===== config.mk =====
export PLATFORM = sky130hd
export DESIGN_NAME = program_sequencer
export DESIGN_NICKNAME = d
export VERILOG_FILES = /design/src/rtl/program_sequencer.sv
export SDC_FILE = /design/constraint.sdc
export NUM_CORES = 1
export LEC_CHECK = 0
export CAP_MARGIN = 25
export CORE_AREA = 3 3 74 76
export DETAILED_ROUTE_END_ITERATION = 12
export DIE_AREA = 0 0 77 79
export PLACE_DENSITY = 0.73
export SYNTH_ARGS = -nofsm -noshare
export SYNTH_HDL_FRONTEND = slang
export SYNTH_SLANG_ARGS = --single-unit

===== constraint.sdc =====
create_clock -name Clock -period 1.8 [get_ports Clock]
set_input_delay 0.36 -clock Clock [delete_from_list [all_inputs] [get_ports Clock]]
set_output_delay 0.36 -clock Clock [all_outputs]
set_load 0.1 [all_outputs]

===== src/rtl/program_sequencer.sv =====
// program_sequencer: fetches 9-bit instructions from a synchronous ROM and feeds them to the
// bus processor one Run pulse at a time, waiting for Done before advancing the PC.
module program_sequencer #(
   parameter int ADDR_W  = 5,
   parameter int TIMEOUT = 8
) (
   input  logic              Clock,
   input  logic              Reset,
   input  logic              Start,
   input  logic              Halt_req,
   output logic [ADDR_W-1:0] Mem_addr,
   input  logic [8:0]        Mem_data,
   output logic [8:0]        Proc_DIN,
   output logic              Proc_Run,
   input  logic              Proc_Done,
   output logic              Busy,
   output logic              Halted,
   output logic              Err,
   output logic [ADDR_W-1:0] PC,
   output logic [7:0]        Instr_count
);
   localparam logic [2:0] IDLE   = 3'd0;
   localparam logic [2:0] FETCH  = 3'd1;
   localparam logic [2:0] DECODE = 3'd2;
   localparam logic [2:0] ISSUE  = 3'd3;
   localparam logic [2:0] WAIT   = 3'd4;
   localparam logic [2:0] HALTED = 3'd5;
   localparam int TW = $clog2(TIMEOUT);

   logic [2:0]    state;
   logic [8:0]    instr_q, imm_q;
   logic [TW-1:0] timer;
   logic          halt_pend;
   logic [2:0]    op;
   logic          is_mvi;

   assign op     = Mem_data[8:6];
   assign is_mvi = instr_q[8:6] == 3'b001;

   always_ff @(posedge Clock or posedge Reset) begin
      if (Reset) begin
         state       <= IDLE;
         PC          <= '0;
         Err         <= 1'b0;
         Instr_count <= '0;
         halt_pend   <= 1'b0;
         instr_q     <= '0;
         imm_q       <= '0;
         timer       <= '0;
      end else begin
         if (Halt_req && Busy) halt_pend <= 1'b1;
         case (state)
            IDLE, HALTED: if (Start) begin
               PC          <= '0;
               Err         <= 1'b0;
               Instr_count <= '0;
               halt_pend   <= 1'b0;
               state       <= FETCH;
            end
            FETCH: state <= DECODE;
            DECODE: begin
               instr_q <= Mem_data;
               // 1xx opcodes never reach the processor: 111 is a clean halt, the rest are faults
               if (op[2]) begin
                  state <= HALTED;
                  Err   <= ~&op;
               end else state <= ISSUE;
            end
            ISSUE: begin
               imm_q <= Mem_data;
               PC    <= PC + ADDR_W'(is_mvi ? 2 : 1);
               timer <= '0;
               state <= WAIT;
            end
            WAIT: begin
               if (Proc_Done) begin
                  Instr_count <= Instr_count + {7'd0, ~&Instr_count};
                  state       <= (halt_pend || Halt_req) ? HALTED : FETCH;
               end else if (timer == TW'(TIMEOUT - 1)) begin
                  Err   <= 1'b1;
                  state <= HALTED;
               end else timer <= timer + TW'(1);
            end
            default: state <= IDLE;
         endcase
      end
   end

   always_comb begin
      Busy     = state == FETCH || state == DECODE || state == ISSUE || state == WAIT;
      Halted   = state == HALTED;
      Proc_Run = state == ISSUE;
      Mem_addr = state == DECODE ? PC + ADDR_W'(1) : PC;
      Proc_DIN = state == ISSUE ? instr_q : state == WAIT ? (is_mvi ? imm_q : instr_q) : 9'd0;
   end
endmodule


==> summary.md <==
| Metric | Value |
|---|---|
| F_max | ~0.45 GHz |
| Max Cap Viol | 0 |
| Run status | complete, but fails checks |
| Hold buffers post-CTS | 0 |
| Critical path type | reg2out |
| Initial DRC count | approximately 230 |
| Met3 Wirelength | 441 µm |
| Clock sinks | 39 |
| Via count | 2,389 |
| Hold Crit Class | reg2reg |
| Seq/Total Area, Yosys | 44.5% |
| IO Port Bufs | 44 |
| Fin Clk Skew | 0.00865 ns |
| Most frequent cells in the layout | buf_4 (44), nand2_1 (41), buf_12 (38) |
| Vias per std cell | 5.87 |
| RSZ-0062 raised after global routing | true |
| GRT Total Usage | a little under a quarter |
| TritonCTS Buffers | 5 |
| Antenna violations before repair | 0 |
| First-pass GRT wire length | 11,000 µm |
| Startpoint types | flip-flop |
| Ports | 45 |
| Crit path max-delay cell type | or3b_4 |
| Worst-case clock buffer depth | 2 |
| Non-Filler Instances | 407 |
| Area grow syn2layout | 95.7% |
| N_diodes | 0 |
| Synthesis-stage register bit count | 39 |
| Int Power | ~4.2 mW |
| Worst-skew pair later-pin latency | 0.30 ns |
| Final Slew Violations | 0 |
| Final min period | 2.25 ns |
| Data arrival, critical path | around 1.9 ns |
| Worst hold slack | 0.523 ns |
| Placed inst area | around 3600 µm² |
| Post-Syn Nets | around 250 |
| Avg Cell Area, Syn | 9.50 µm² |
| Met2 Routed Length | between 4000 and 5000 µm |
| Share of total power in the clock network | 7.4% |
| Gpl congestion | 0.783 |
| Main synth FF type | dfrtp_1 |
| Detail Route Antenna Nets | 0 |
| Crit path setup slack, layout | -0.446 ns |
| WL final | 8750 µm |
| Crit-path cells | or3b_4, o21ai_4, a22o_4, buf_12 |
| CTS tree | yes |
| Post-route cell area | 4290 µm² |
| Max incr delay on CP | 0.49 ns |
| Fin. Hold Viols | 0 |
| # rows | 25 |
| Cell Area, Synth | 2190 µm² |
| Initial Utilization | 45.9% |
| Root Driver | clkbuf_8 |
| Remaining Overflow, GRT | 0 |
| Critical path capture point type | primary output |
| Pwr dens | just under 2000 nW/µm² |
| Cells after Synth | around 230 |
| Combinational share of power | about 74% |
| Fill cells | 175 |
| Worst slew pin tran | 0.388 ns |
| Layout Nets | 361 |
| DRC errors left | 0 |
| Largest net degree at the start of global routing | 40 |
| Vias in the first global route | 2,386 |
| Crit path buf inv count | 1 |
| Required time worst endpoint | approximately 1.4 ns |
| Leak Pwr | 1.84 nW |
| Post-synth EDFFs | 0 |
| Top Metal Used | met4 |
| Slew margin rel. | 73.8% |
| Worst Setup Slack post-DPL | -0.187 ns |
| Die H | approximately 80 µm |
| Ys async rst share | 100% |
| H-tree lvl count | 2 |
| Psw | slightly above 4 mW |
| Fraction of layout cells with a size suffix above 1 | 59.1% |
| Clock transition at path regs | 0.08 ns |
| Detailed Routing Iterations Pass 1 | 5 |
| WL/cell | between 20 and 25 µm |
| Multi-input logic area | around 1600 µm² |
| Peak VDD IR | 1450 µV |
| Period utilization | 125% |
| TNS Setup | -7.41 ns |
| Sequential Area | 1010 µm² |
| Die width | ~77 µm |
| Endpoints failing setup | 31 |
| Violated checks | setup timing |
| Worst-path maximum fanout | 6 |
| Post-synth cell types | 50 |
| Met1 WL | ~3400 µm |
| Placed Cells | between 300 and 400 |
| Sw Share | 49.5% |
| Family with the most delay on the worst path | compound AO/OA/AOI/OAI gates |
| Reg power frac | 19.1% |
| Most common cell after layout, fill and taps aside | buf_4 |
| Core area | around 4800 µm² |
| Final HPWL DP | 4030 µm |
| Syn. warnings | 0 |
| Die ar. | 6080 µm² |
==> per-stage QoR <==
stage | utilization [%] | total power [mW]
finish | 89.7 | 8.33
global route | 89.7 | 8.64
CTS | 83.4 | 7.48
detailed placement | 74.9 | 6.22
global placement | 74.9 | 6.12
floorplan | - | 4.66
==> cell type report <==
cell class,instances,share of cell area [%]
Sequential cell,39,23.4
Tap cell,67,1.95
Clock inverter,3,0.466
Multi-Input combinational cell,171,37.8
Inverter,9,0.903
Clock buffer,5,1.60
Timing Repair Buffer,113,33.8
==> power by group through the flow <==
| stage | clock [mW] | sequential, mW | combinational [mW] |
|---|---|---|---|
| 2_1_floorplan | 0 | 1.84 | 2.81 |
| 3_5_place_dp | 0 | 1.54 | 4.68 |
| 4_1_cts | 0.602 | 1.53 | 5.34 |
| 6_report | 0.617 | 1.59 | 6.12 |
| 3_3_place_gp | 0 | 1.51 | 4.61 |
| 5_1_grt | 0.653 | 1.62 | 6.36 |
==> cell families after synthesis <==
logic type                 after synthesis  synth area share, %
and+or+nand+nor                         87                 19.8
AOI/OAI and AO/OA                       54                 16.2
adders and majority gates                8                 4.90
muxes                                   14                 7.01
DFF                                     39                 44.5
buffers and inverters                   22                 4.79
xor gates and xnor gates                 7                 2.79
==> state kept, by name, summed over array words and instances, names as in the netlist <==
signal / cells
PC: 5
Err: 1
state: 3
Instr_count: 8
imm_q: 9
timer: 3
instr_q: 9
halt_pend: 1
==> cells in the mapped netlist (4+ instances only) <==
cell / instances / area [µm²]
xnor2_1: 6 / 52.6
a21oi_1: 14 / 70.1
clkbuf_1: 4 / 15.0
inv_1: 8 / 30.0
nand2_1: 44 / 165
o21ai_0: 14 / 70.1
mux2_2: 10 / 113
nor2_1: 8 / 30.0
a22o_1: 6 / 52.6
ha_1: 7 / 87.6
buf_2: 6 / 30.0
dfrtp_1: 39 / 976
==> final timing paths <==
kind                       cells after the start  slack [ns]  startpoint        endpoint
min in group asynchronous                      3        0.53       Reset       halt_pend
max                                            4       -0.45    state[0]     Proc_DIN[2]
min                                            2        0.52    imm_q[1]        imm_q[1]
min reg2reg                                    2        0.52    imm_q[1]        imm_q[1]
max in group asynchronous                      3        1.05       Reset           PC[1]
max reg2reg                                    9       -0.21    state[2]  Instr_count[4]
==> tightest hold or removal path: cells and delay by family, from the launching register on <==
kind / cells / cell delay (ns)
DFF: 1 / 0.37
and+or+nand+nor: 2 / 0.12
==> routing by layer <==
metal,up-vias,global-route usage [%]
li1,1031,-
met1,1198,25.5
met2,119,43.5
met3,41,4.31
met4,0,9.96
met5,-,0
==> repair_timing <==
action                                  4_1_cts  5_1_grt
cloned                                        2        0
resized for setup                            39       46
hold endpoints to repair                      0        0
pin swaps                                    18       29
buffers inserted                             17       14
endpoints found under the setup margin       25       41
Power figures use the tool's default switching activity.
